[src/rtl/rv_ctrl_pkg.sv]
// Shared encodings for the multicycle RV32I control unit:
// opcodes, FSM states and datapath mux selects.
package rv_ctrl_pkg;

   localparam logic [6:0] OP_LW   = 7'b0000011;
   localparam logic [6:0] OP_SW   = 7'b0100011;
   localparam logic [6:0] OP_R    = 7'b0110011;
   localparam logic [6:0] OP_I    = 7'b0010011;
   localparam logic [6:0] OP_BR   = 7'b1100011;
   localparam logic [6:0] OP_JAL  = 7'b1101111;
   localparam logic [6:0] OP_JALR = 7'b1100111;

   typedef enum logic [3:0] {
      S_FETCH, S_DECODE, S_MEMADR, S_MEMREAD, S_MEMWB, S_MEMWRITE, S_EXEC_R,
      S_EXEC_I, S_ALUWB, S_BRANCH, S_JAL, S_JALR, S_JALR_LINK, S_TRAP
   } state_t;

   localparam logic [1:0] ALU_A_PC    = 2'b00;
   localparam logic [1:0] ALU_A_OLDPC = 2'b01;
   localparam logic [1:0] ALU_A_RS1   = 2'b10;

   localparam logic [1:0] ALU_B_RS2   = 2'b00;
   localparam logic [1:0] ALU_B_IMM   = 2'b01;
   localparam logic [1:0] ALU_B_FOUR  = 2'b10;

   localparam logic [1:0] ALUOP_ADD    = 2'b00;
   localparam logic [1:0] ALUOP_BRANCH = 2'b01;
   localparam logic [1:0] ALUOP_RTYPE  = 2'b10;
   localparam logic [1:0] ALUOP_ITYPE  = 2'b11;

   localparam logic [1:0] RES_ALUOUT = 2'b00;
   localparam logic [1:0] RES_MEM    = 2'b01;
   localparam logic [1:0] RES_ALU    = 2'b10;

endpackage

[src/rtl/ctrl_next_state.sv]
// Combinational next-state and Moore output decode for the multicycle control FSM.
module ctrl_next_state
   import rv_ctrl_pkg::*;
#(
   parameter int unsigned OPCODE_W = 7
) (
   input  state_t              state,
   input  logic [OPCODE_W-1:0] opcode,
   input  logic                zero,
   input  logic                mem_ready,
   input  logic                timeout,
   output state_t              state_nxt,
   output logic                mem_req,
   output logic                mem_we,
   output logic                adr_src,
   output logic                ir_write,
   output logic                pc_write,
   output logic [1:0]          alu_src_a,
   output logic [1:0]          alu_src_b,
   output logic [1:0]          alu_op,
   output logic [1:0]          result_src,
   output logic                reg_write,
   output logic                retire,
   output logic                set_illegal,
   output logic                set_bus_error
);

   always_comb begin
      state_nxt     = state;
      mem_req       = 1'b0;
      mem_we        = 1'b0;
      adr_src       = 1'b0;
      ir_write      = 1'b0;
      pc_write      = 1'b0;
      alu_src_a     = '0;
      alu_src_b     = '0;
      alu_op        = '0;
      result_src    = '0;
      reg_write     = 1'b0;
      retire        = 1'b0;
      set_illegal   = 1'b0;
      set_bus_error = 1'b0;

      case (state)
         S_FETCH: begin
            mem_req    = 1'b1;
            alu_src_a  = ALU_A_PC;
            alu_src_b  = ALU_B_FOUR;
            alu_op     = ALUOP_ADD;
            result_src = RES_ALU;
            ir_write   = mem_ready;
            pc_write   = mem_ready;
            if (mem_ready) state_nxt = S_DECODE;
            else if (timeout) begin
               state_nxt     = S_TRAP;
               set_bus_error = 1'b1;
            end
         end
         S_DECODE: begin
            alu_src_a = ALU_A_OLDPC;
            alu_src_b = ALU_B_IMM;
            alu_op    = ALUOP_ADD;
            if (opcode == OPCODE_W'(OP_LW) || opcode == OPCODE_W'(OP_SW)) state_nxt = S_MEMADR;
            else if (opcode == OPCODE_W'(OP_R))    state_nxt = S_EXEC_R;
            else if (opcode == OPCODE_W'(OP_I))    state_nxt = S_EXEC_I;
            else if (opcode == OPCODE_W'(OP_BR))   state_nxt = S_BRANCH;
            else if (opcode == OPCODE_W'(OP_JAL))  state_nxt = S_JAL;
            else if (opcode == OPCODE_W'(OP_JALR)) state_nxt = S_JALR;
            else begin
               state_nxt   = S_TRAP;
               set_illegal = 1'b1;
            end
         end
         S_MEMADR: begin
            alu_src_a = ALU_A_RS1;
            alu_src_b = ALU_B_IMM;
            alu_op    = ALUOP_ADD;
            state_nxt = (opcode == OPCODE_W'(OP_LW)) ? S_MEMREAD : S_MEMWRITE;
         end
         S_MEMREAD: begin
            mem_req = 1'b1;
            adr_src = 1'b1;
            if (mem_ready) state_nxt = S_MEMWB;
            else if (timeout) begin
               state_nxt     = S_TRAP;
               set_bus_error = 1'b1;
            end
         end
         S_MEMWB: begin
            result_src = RES_MEM;
            reg_write  = 1'b1;
            retire     = 1'b1;
            state_nxt  = S_FETCH;
         end
         S_MEMWRITE: begin
            mem_req = 1'b1;
            mem_we  = 1'b1;
            adr_src = 1'b1;
            if (mem_ready) begin
               state_nxt = S_FETCH;
               retire    = 1'b1;
            end else if (timeout) begin
               state_nxt     = S_TRAP;
               set_bus_error = 1'b1;
            end
         end
         S_EXEC_R: begin
            alu_src_a = ALU_A_RS1;
            alu_src_b = ALU_B_RS2;
            alu_op    = ALUOP_RTYPE;
            state_nxt = S_ALUWB;
         end
         S_EXEC_I: begin
            alu_src_a = ALU_A_RS1;
            alu_src_b = ALU_B_IMM;
            alu_op    = ALUOP_ITYPE;
            state_nxt = S_ALUWB;
         end
         S_ALUWB: begin
            result_src = RES_ALUOUT;
            reg_write  = 1'b1;
            retire     = 1'b1;
            state_nxt  = S_FETCH;
         end
         S_BRANCH: begin
            alu_src_a  = ALU_A_RS1;
            alu_src_b  = ALU_B_RS2;
            alu_op     = ALUOP_BRANCH;
            result_src = RES_ALUOUT;
            pc_write   = zero;
            retire     = 1'b1;
            state_nxt  = S_FETCH;
         end
         // JAL retires through ALUWB, which writes the oldPC+4 link value
         S_JAL: begin
            alu_src_a  = ALU_A_OLDPC;
            alu_src_b  = ALU_B_FOUR;
            result_src = RES_ALUOUT;
            pc_write   = 1'b1;
            state_nxt  = S_ALUWB;
         end
         S_JALR: begin
            alu_src_a  = ALU_A_RS1;
            alu_src_b  = ALU_B_IMM;
            alu_op     = ALUOP_ADD;
            result_src = RES_ALU;
            pc_write   = 1'b1;
            state_nxt  = S_JALR_LINK;
         end
         S_JALR_LINK: begin
            alu_src_a  = ALU_A_OLDPC;
            alu_src_b  = ALU_B_FOUR;
            result_src = RES_ALU;
            reg_write  = 1'b1;
            retire     = 1'b1;
            state_nxt  = S_FETCH;
         end
         S_TRAP:  state_nxt = S_TRAP;
         default: state_nxt = S_FETCH;
      endcase
   end

endmodule

[src/rtl/multicycle_control.sv]
// Multicycle RV32I control unit: state register, memory wait counter,
// sticky trap flags and retired-instruction counter around ctrl_next_state.
module multicycle_control
   import rv_ctrl_pkg::*;
#(
   parameter int unsigned OPCODE_W    = 7,
   parameter int unsigned CNT_W       = 32,
   parameter int unsigned MEM_TIMEOUT = 16
) (
   input  logic                clk,
   input  logic                rst_n,
   input  logic [OPCODE_W-1:0] opcode,
   input  logic                zero,
   input  logic                mem_ready,
   output logic                mem_req,
   output logic                mem_we,
   output logic                adr_src,
   output logic                ir_write,
   output logic                pc_write,
   output logic [1:0]          alu_src_a,
   output logic [1:0]          alu_src_b,
   output logic [1:0]          alu_op,
   output logic [1:0]          result_src,
   output logic                reg_write,
   output logic [CNT_W-1:0]    retired,
   output logic                illegal,
   output logic                bus_error
);

   localparam int unsigned WAIT_W = (MEM_TIMEOUT > 1) ? $clog2(MEM_TIMEOUT) : 1;

   state_t              state, state_nxt;
   logic [WAIT_W-1:0]   wait_cnt;
   logic                waiting, timeout;
   logic                retire, set_illegal, set_bus_error;

   assign waiting = (state == S_FETCH) || (state == S_MEMREAD) || (state == S_MEMWRITE);
   assign timeout = (MEM_TIMEOUT != 0) && (wait_cnt == WAIT_W'(MEM_TIMEOUT - 1));

   ctrl_next_state #(.OPCODE_W(OPCODE_W)) u_next (
      .state         (state),
      .opcode        (opcode),
      .zero          (zero),
      .mem_ready     (mem_ready),
      .timeout       (timeout),
      .state_nxt     (state_nxt),
      .mem_req       (mem_req),
      .mem_we        (mem_we),
      .adr_src       (adr_src),
      .ir_write      (ir_write),
      .pc_write      (pc_write),
      .alu_src_a     (alu_src_a),
      .alu_src_b     (alu_src_b),
      .alu_op        (alu_op),
      .result_src    (result_src),
      .reg_write     (reg_write),
      .retire        (retire),
      .set_illegal   (set_illegal),
      .set_bus_error (set_bus_error)
   );

   // Clearing on every transition equals clearing on entry to the wait states:
   // the count is only looked at while sitting in one of them.
   always_ff @(posedge clk or negedge rst_n) begin
      if (!rst_n) begin
         state     <= S_FETCH;
         wait_cnt  <= '0;
         retired   <= '0;
         illegal   <= 1'b0;
         bus_error <= 1'b0;
      end else begin
         state <= state_nxt;
         if (state_nxt != state) wait_cnt <= '0;
         else if (waiting)       wait_cnt <= wait_cnt + 1'b1;
         if (retire)        retired   <= retired + 1'b1;
         if (set_illegal)   illegal   <= 1'b1;
         if (set_bus_error) bus_error <= 1'b1;
      end
   end

endmodule

[config.mk]
export PLATFORM = sky130hd
export DESIGN_NAME = multicycle_control
export DESIGN_NICKNAME = d
export VERILOG_FILES = /design/src/rtl/rv_ctrl_pkg.sv /design/src/rtl/ctrl_next_state.sv /design/src/rtl/multicycle_control.sv
export SDC_FILE = /design/constraint.sdc
export NUM_CORES = 1
export LEC_CHECK = 0
export ABC_AREA = 1
export BUFFER_PORTS_ARGS = -buffer_cell sky130_fd_sc_hd__buf_2
export CAP_MARGIN = 5
export CORE_MARGIN = 8
export CORE_UTILIZATION = 59
export DETAILED_ROUTE_END_ITERATION = 6
export PLACE_DENSITY = 0.93
export SYNTH_ARGS = -nofsm -noshare
export SYNTH_HDL_FRONTEND = slang
export SYNTH_SLANG_ARGS = --single-unit
export TNS_END_PERCENT = 100
[constraint.sdc]
create_clock -name clk -period 2.97 [get_ports clk]
set_clock_uncertainty 0.15 [all_clocks]
set_input_delay 0.297 -clock clk [delete_from_list [all_inputs] [get_ports clk]]
set_output_delay 0.297 -clock clk [all_outputs]
set_load 0.02 [all_outputs]
Yosys cells after proc, flatten, opt, wreduce, memory -nomap -nowiden
Cells that the tools add are included.
{"block": "totals", "romBits": 0, "wordCells": 81, "reg_bits": 42, "inputBits": 11, "output_inout_bits": 48, "memories": 0, "ramBits": 0, "latch_bits": 0}
{"block": "classes", "add_sub_neg": 2, "n_div": 0, "n_mux": 36, "n_eq_ne": 22, "n_bitwise": 0, "n_mul": 0, "n_reduce_logical": 16, "shift": 0, "magnitude_cmp": 0}
{"op": "$mux 4", "count": 11}
{"op": "$add 32x1->32 const B", "count": 1}
{"op": "$pmux 4 s8", "count": 1}
{"op": "$eq 4x4->1 const B", "count": 7}
{"op": "$eq 7x7->1 const B", "count": 3}
{"op": "$reduce_or 3->1", "count": 6}
{"op": "$eq 4x3->1 const B", "count": 4}
{"op": "$mux 1", "count": 16}
{"op": "$eq 7x6->1 const B", "count": 2}
{"op": "$pmux 2 s2", "count": 3}
{"op": "$eq 4x2->1 const B", "count": 2}
{"op": "$reduce_or 4->1", "count": 2}
{"op": "$eq 7x2->1 const B", "count": 1}
{"op": "$eq 7x5->1 const B", "count": 1}
{"op": "$mux 3", "count": 2}
{"op": "$pmux 2 s3", "count": 1}
{"op": "$reduce_or 5->1", "count": 1}
{"op": "$add 4x1->4 const B", "count": 1}
{"op": "$eq 4x1->1 const B", "count": 1}
{"op": "$logic_not 4->1", "count": 1}
{"op": "$ne 4x4->1", "count": 1}
{"op": "$reduce_or 2->1", "count": 2}
{"op": "$logic_or 1x1->1", "count": 3}
{"op": "$pmux 1 s3", "count": 1}
{"op": "other kinds (2)", "count": 2}

Logic depth before layout (Yosys ltp)
Gate-level depths: netlist of run 1.
{"block": "depth", "depth_word": 10, "mapped_depth": 13, "mapped_depth_nobuf": 12}

Cells and area by module
Synthesis of run 1 repeated with hierarchy kept, for this count alone.
{"block": "unflattened", "hier_cells": 383, "hier_area_um2": 2735.1}
{"mod": "multicycle_control", "n_inst": 1, "seq_area_each_um2": 1051.0, "cells_each": 284, "area_each_um2": 2290.9}
{"mod": "ctrl_next_state", "n_inst": 1, "seq_area_each_um2": 0.0, "cells_each": 99, "area_each_um2": 444.2}

Least setup slack after synthesis of run 1
No wires, ideal clock.
{"block": "synth_path", "path_type": "register -> register", "start": "register state[1]", "end": "register retired[18]", "setup_slack_ns": 0.963, "path_buffers": 1, "synth_period_minus_slack_ns": 2.007, "required_time_ns": 2.702, "setup_time_ns": 0.118, "arrival_time_ns": 1.740, "stages_incl_launch_ff": 14, "cell_sequence": "dfrtp_1 > buf_6 > inv_2 > nand2_1 > nor2_1 > nor2_2 > nand2_4 > nand2_4 > nor2_4 > nand2_4 > nor2_4 > nand3_2 > nand2_1 > nand2_1"}
{"block": "synth_via", "elab_chain_len": 3, "elab_cells_between_ends": 7, "classes_between": "5 x eq/ne; 1 x mux; 1 x reduce/logical"}
{"item": "start: declaration", "line_no": "multicycle_control.sv:32", "text": "state_t state, state_nxt;"}
{"item": "start signal: assignment", "line_no": "multicycle_control.sv:72", "text": "state <= state_nxt;"}
{"item": "$eq 4x3->1 or $eq 4x4->1 (tied branches)", "line_no": "ctrl_next_state.sv:44", "text": "case (state)"}
{"item": "$reduce_or 4->1 (no source line)"}
{"item": "$pmux 1 s2 *", "line_no": "ctrl_next_state.sv:44"}
{"item": "end signal: assignment", "line_no": "multicycle_control.sv:75", "text": "if (retire) retired <= retired + 1'b1;"}
{"item": "end: declaration", "line_no": "multicycle_control.sv:25", "text": "output logic [CNT_W-1:0] retired,"}
Mark *: on every way between the ends. The rest lies on a longest branch, timed or not.
A chain may end at the register's enable or synchronous reset.

Worst setup path after layout of run 1
{"block": "layout_path", "start": "register state[1]", "end": "output port alu_src_b[0]"}
{"block": "layout_via", "elab_chain_len": 3, "elab_cells_between_ends": 10, "classes_between": "6 x eq/ne; 1 x mux; 3 x reduce/logical"}
{"item": "$eq 4x2->1, or another cell as far along", "line_no": "ctrl_next_state.sv:44"}
{"item": "$reduce_or 4->1 (no source line) or $reduce_or 3->1 (tied branches)"}
{"item": "$pmux 2 s2 *", "line_no": "ctrl_next_state.sv:44"}
{"item": "end: declaration", "line_no": "multicycle_control.sv:21", "text": "output logic [1:0] alu_src_b,"}
Marks and branches as above.

==> results_dict.tcl, run 1 <==
set metrics [dict create \
    status "finished, violations left" \
    violations "hold timing" \
    cts_tree "done" \
    synthCells 386 \
    vias 2766 \
    fin_crit_sh_pct 72.4 \
    dieArea_um2 7230 \
    power.density_nw_per_um2 719 \
    yosysUniqueCellTypes 29 \
    vdd_drop_max_v 0.000576 \
    cts_made_buffers 5 \
    synthesis.nets 399 \
    cts_resized 0 \
    ys_seq_elements 42 \
    ctsHoldBuffers 0 \
    rsz0062_at_grt "false" \
    clockBufferDepth 2 \
    first_global_vias 2702 \
    routedWlPerCell_um 14.8 \
    cpLargestDelayFamily "flip-flops" \
    ys_seq_area_share_pct 37.4 \
    setup_violations 0 \
    drc_errors 0 \
    synth_most_common_cell "nand2_1" \
    max-slew-margin-rel_pct 37.6 \
    synthTopCellsByCount "nand2_1 (110), nor2_1 (48), dfrtp_1 (42), inv_1 (40), nand3_1 (25)" \
    clkLatencyLatePin_ns 0.29 \
    crit_slowest_cell "dfrtp_1" \
    synthArstFlopShare_pct 100 \
    synth_ff_type "dfrtp_1" \
    cp.arrival_ns 1.70 \
    place_inst 493 \
    drtIter0Drc 220 \
    globalRouteTotalUtil_pct 21.1 \
    p_leak_nw 1.71 \
    design.core.area_um2 4660 \
    port-buffer-count 58 \
    syn_to_final_growth_pct 15.2 \
    path_cells "inv_2, nand2_4, nor2_1, inv_1, nand4_1, buf_2" \
    max_freq_mhz 465 \
    multi_input_area_um2 1550 \
    cts_max_level 2 \
    start_util_pct 60.3 \
    fin_nets 459 \
    grt_max_degree 43 \
    gp_congestion 0.952 \
    worst-path-buf-inv 3 \
    die_width_um 85.0 \
    tns_ns 0 \
    rr_worst_depth 12 \
    die_h_um 85.0 \
    ios 59 \
    grt_antenna_before_repair 0 \
    drtPass1Iterations 5 \
    r2r_end "retired[18]$_DFFE_PN0P_" \
    worstHoldPathType "input pin to async pin" \
    cp_slowest_stage_delay_ns 0.48 \
    ant_nets 0 \
    dp_hpwl_um 5760 \
    drive_above_1_share_pct 21.5 \
    slew_violations 0 \
    synth_top_area_share_pct 37.4 \
    rows 25 \
    clock-sinks 42 \
    fin_hold_ws_ns -0.00926 \
    syn_avg_cell_area_um2 7.29 \
    cts_setup_buffers 0 \
    n_antenna_cell 0 \
    routed_via_density 5.53 \
    grt_pass1_wl_um 12500 \
    synth_edf_count 0 \
    cts_root_buffer "clkbuf_8" \
    cap_violations 0 \
    fillers 382 \
    final_cells 500 \
    seqCellArea_um2 1050 \
    r2r_start "state[3]$_DFF_PN0_" \
    critPathCaptureType "output pin" \
    finalHoldViolCount 10 \
    worst_slew_pin_slew_ns 0.936 \
    path_class "register to output pin" \
    synth_area_leader_cell "dfrtp_1" \
    synthTopCellsByArea "dfrtp_1 (37%), nand2_1 (15%), nor2_1 (6.4%)" \
    routed_wl_um 7410 \
    cp-start-kind "register" \
    r2r_slack_ns 0.84 \
    yosysWarnings 0 \
    worstPathRequired_ns 2.52 \
    clk_pin_slew_worst_paths_ns 0.08 \
    overflow 0 \
    synth_area_um2 2810 \
    path_max_fanout 9 \
    min_period_ns 2.15 \
]
state kept, by name, summed over array words and instances (netlist names):
name and cells:
wait_cnt 4, state 4, retired 32, bus_error 1, illegal 1
cell families (layout without fill, tap and decap cells):
| logic type | count (synthesis) | count (layout) | share of synthesized area, % |
|---|---|---|---|
| adders and majority gates | 2 | 2 | 0.890 |
| xor gates and xnor gates | 32 | 32 | 9.96 |
| AOI/OAI and AO/OA | 16 | 16 | 3.16 |
| and+or+nand+nor | 244 | 244 | 41.1 |
| DFF | 42 | 42 | 37.4 |
| buffers and inverters | 50 | 110 | 7.52 |
worst max path at each step:
stage	slack (ns)	cells past startpoint	endpoint	startpoint
floorplan	0.96	13	retired[18]$_DFFE_PN0P_	state[1]$_DFF_PN0_
global placement	0.99	12	retired[14]$_DFFE_PN0P_	state[1]$_DFF_PN0_
detailed placement	0.88	12	retired[18]$_DFFE_PN0P_	state[3]$_DFF_PN0_
CTS	0.85	6	alu_src_b[0]	state[1]$_DFF_PN0_
global route	0.71	12	retired[18]$_DFFE_PN0P_	state[0]$_DFF_PN0_
finish	0.82	6	alu_src_b[0]	state[1]$_DFF_PN0_
per-layer routing:
layer  share of wire, %  vias to the layer above  global-route usage (%)
met4                2.3                        0                    8.41
met3                8.0                       18                    5.60
met1                 38                     1284                    22.9
li1                   -                     1351                       -
met2                 52                      113                    37.9
met5                  0                        -                       0
layout make-up:
type	instances	share of cell area, %
multi-input combinational	294	47.8
sequential	42	32.4
timing repair buffer	58	8.96
inverter	45	5.21
clock buffer	6	2.55
tap	54	2.08
clock inverter	1	0.927
worst reg2reg max path, delay by kind of cell (launching register included):
family                 cells  cell delay (ns)
buffers and inverters      1             0.12
flip-flops                 1             0.48
AND/OR/NAND/NOR           11             1.26
cells in the final DEF (no fill, tap or decap), drive strengths merged:
cell | Yosys | layout
nand3 | 29 | 29
ha | 2 | 2
xor2 | 20 | 20
o22ai | 1 | 1
buf | 5 | 58
a21oi | 8 | 8
nor3 | 21 | 21
nand2 | 119 | 119
dfrtp | 42 | 42
o221ai | 1 | 1
nand4 | 16 | 16
xnor2 | 12 | 12
nor2 | 55 | 55
o21ai | 5 | 5
nand3b | 2 | 2
a31o | 1 | 1
inv | 45 | 45
clkbuf | 0 | 6
and3 | 1 | 1
or2 | 1 | 1
bufinv | 0 | 1
per-stage QoR:
stage / instance area, um^2 / total power, W / hold slack [ns] / setup slack [ns] / utilization (%)
finish: 3240 / 0.00233 / -0.00926 / 0.819 / 69.5
CTS: 3240 / 0.00234 / 0.0257 / 0.847 / 69.5
detailed placement: 3130 / 0.00187 / 0.296 / 0.882 / 67.1
global placement: 3130 / 0.00186 / 0.297 / 0.990 / 67.1
floorplan: 2810 / 0.00159 / -0.149 / 0.963 / -
global route: 3240 / 0.00248 / 0.0744 / 0.709 / 69.5
report_power, final:
group	leakage [nW]	internal [W]	switching [W]
clock network	0.0573	0.000269	0.000192
logic	1.10	0.000318	0.000763
registers	0.547	0.000649	0.000139
total	1.71	0.00124	0.00109
(Power assumes the default switching activity.)
==> run 2, diff against run 1 <==
--- a/config.mk
+++ b/config.mk
@@ -9,9 +9,9 @@
 export BUFFER_PORTS_ARGS = -buffer_cell sky130_fd_sc_hd__buf_2
 export CAP_MARGIN = 5
 export CORE_MARGIN = 8
-export CORE_UTILIZATION = 59
+export CORE_UTILIZATION = 55
 export DETAILED_ROUTE_END_ITERATION = 6
-export PLACE_DENSITY = 0.93
+export PLACE_DENSITY = 0.88
 export SYNTH_ARGS = -nofsm -noshare
 export SYNTH_HDL_FRONTEND = slang
 export SYNTH_SLANG_ARGS = --single-unit
==> constraint.sdc (replaced) <==
create_clock -name clk -period 2 [get_ports clk]
set_clock_uncertainty 0.15 [all_clocks]
set_input_delay 0.2 -clock clk [delete_from_list [all_inputs] [get_ports clk]]
set_output_delay 0.2 -clock clk [all_outputs]
set_load 0.02 [all_outputs]
==> run 2 against run 1 <==
Effect of this change: worst hold slack better by 0.17 ns; combinational power is 90% higher; flip-flop and latch count stayed put; the run now ends clean; core utilization is 1.2 points higher; global-route usage is 1.2 points lower; critical path type unchanged; first-iteration DRC count is 34% lower; sequential share of layout area is 2.6 points lower; final cell count is 8.8% higher; non-clock buffer count is 27 higher; total power is 66% higher; via count is 3.4% higher.
==> results_dict.tcl, run 2 (synthesis results as in run 1) <==
set metrics [dict create \
    port-buffer-count 58 \
    setup_violations 0 \
    cp_slowest_stage_delay_ns 0.44 \
    path_cells "buf_4, buf_4, nor2_1, nand2_2, nand3_4, buf_2" \
    max-slew-margin-rel_pct 70.0 \
    seqCellArea_um2 1060 \
    gp_congestion 0.904 \
    fin_crit_sh_pct 97.7 \
    first_global_vias 2869 \
    top_regs "retired: 32 flops, state: 4 flops, wait_cnt: 4 flops" \
    p_sw_w 0.00176 \
    overflow 0 \
    fin_nets 486 \
    crit_slowest_cell "dfrtp_2" \
    grt_pass1_wl_um 12200 \
    die_width_um 87.5 \
    slew_violations 0 \
    switching_share_pct 45.5 \
    drtIter0Drc 145 \
    drive_above_1_share_pct 29.1 \
    critPathCaptureType "output pin" \
    cts_root_buffer "clkbuf_8" \
    top_register "retired" \
    cp-start-kind "register" \
    globalRouteTotalUtil_pct 19.9 \
    drc_errors 0 \
    layout_common_cells "nand2_1 (107), buf_2 (58), nor2_1 (44)" \
    worst-path-buf-inv 3 \
    cap_violations 0 \
    dieArea_um2 7660 \
    grt_antenna_before_repair 0 \
    design.core.area_um2 5010 \
    syn_to_final_growth_pct 25.9 \
    clock-sinks 42 \
    crit_top_cell "buf_4" \
    final_util_pct 70.7 \
    cp.arrival_ns 1.60 \
    start_util_pct 56.1 \
    cts_max_level 2 \
    clkLatencyLatePin_ns 0.30 \
    grt_max_degree 23 \
    n_antenna_cell 0 \
    pwr-share-comb_pct 53.0 \
    clk_pin_slew_worst_paths_ns 0.08 \
    cpLargestDelayFamily "buffers and inverters" \
    layout_commonest_cell "nand2_1" \
    multi_input_area_um2 1600 \
    routed_wl_um 7670 \
    dr_wl_met3_um 453 \
    clockPowerShare_pct 17.2 \
    finalPower_w 0.00387 \
    worstHoldPathType "input pin to register" \
    worstPathRequired_ns 1.65 \
    path_class "register to output pin" \
    max_freq_mhz 512 \
    cts_tree "done" \
    met1_length_um 3090 \
    dp_hpwl_um 5750 \
    ant_nets 0 \
    worst_slew_pin_slew_ns 0.450 \
    clockBufferDepth 2 \
    cts_made_buffers 5 \
    path_max_fanout 6 \
    p_int_w 0.00211 \
    vdd_drop_max_v 0.000744 \
    vias 2860 \
    min_period_ns 1.95 \
    status "finished, final reports clean" \
    rsz0062_at_grt "true" \
    routed_via_density 5.26 \
    drtPass1Iterations 4 \
    rows 26 \
    power.density_nw_per_um2 1090 \
    wl_met2_um 3880 \
    die_h_um 87.5 \
    pwr-share-seq_pct 29.8 \
    fillers 431 \
    finalHoldViolCount 0 \
    top_layer "met4" \
    routedWlPerCell_um 14.1 \
    p_leak_nw 1.85 \
    ios 59 \
    largest_reg_flops 32 \
]
-- run 2: cell types whose count changed in the layout (fill, tap and decap cells not counted), moves of 2 or more --
cell / change
nand3_1: -2
inv_4: +3
inv_2: -3
nor3_2: +2
buf_4: +25
nand2_1: -3
dfrtp_2: +4
dfrtp_1: -4
nand2_2: +3
nor2_2: +3
nor2_1: -4
nor3_1: -2
-- run 2: final timing paths --
path,start,to,slack (ns),cells after the start
worst max-delay path,state[3]$_DFF_PN0_,mem_req,0.05,6
worst min-delay path,mem_ready,bus_error$_DFFE_PN0P_,0.16,4
worst max register to register,state[2]$_DFF_PN0_,retired[23]$_DFFE_PN0P_,0.07,11
worst min register to register,illegal$_DFFE_PN0P_,illegal$_DFFE_PN0P_,0.33,1
max in group asynchronous,rst_n,state[0]$_DFF_PN0_,0.78,3
min in group asynchronous,rst_n,retired[13]$_DFFE_PN0P_,0.23,2
-- run 2: repair_timing --
| action | CTS | global route |
|---|---|---|
| resized for setup | 3 | 17 |
| hold buffers | 1 | 0 |
| gates cloned | 0 | 0 |
| hold endpoints to repair | 20 | 0 |
| setup endpoints to repair | 5 | 14 |
| pin swaps | 1 | 5 |
| setup buffers | 0 | 17 |
-- run 2: stage by stage --
stage | setup TNS (ns) | hold WS (ns) | instances | setup WS [ns] | area [um^2]
detailed placement | -0.0164 | 0.0222 | 518 | -0.0164 | 3220
floorplan | 0 | -0.246 | 386 | 0.113 | 2820
global route | -0.175 | 0.180 | 544 | -0.0651 | 3540
finish | 0 | 0.161 | 544 | 0.0454 | 3540
global placement | 0 | 0.0173 | 518 | 0.0250 | 3220
CTS | 0 | 0.133 | 527 | 0.00247 | 3340
-- run 2: area by class of cell --
type | count | share of cell area [%]
multi-input cells | 294 | 45.3
well taps | 70 | 2.47
clock buffers | 6 | 2.05
clock inverters | 2 | 1.06
flip-flops and latches | 42 | 29.8
inverters | 45 | 4.98
repair buffers | 85 | 14.3
-- run 2: power groups by stage --
stage	clock network, W	logic [W]	registers [W]
after global placement	0	0.00166	0.00116
after detailed placement	0	0.00167	0.00116
after floorplan	0	0.00116	0.00121
final	0.000667	0.00205	0.00115
after global routing	0.000716	0.00223	0.00118
after CTS	0.000680	0.00169	0.00115
-- run 2: layer usage --
metal / global-route usage [%] / vias up
met1: 21.7 / 1333
met2: 35.1 / 95
met5: 0 / -
met3: 3.96 / 25
met4: 11.3 / 0
li1: - / 1407
-- run 2: worst reg2reg max path, delay by kind of cell, from the launching register on --
family,cells,cell delay (ns)
AND/OR/NAND/NOR,6,0.59
buffers and inverters,4,0.48
flip-flops,1,0.47
XOR/XNOR,1,0.14
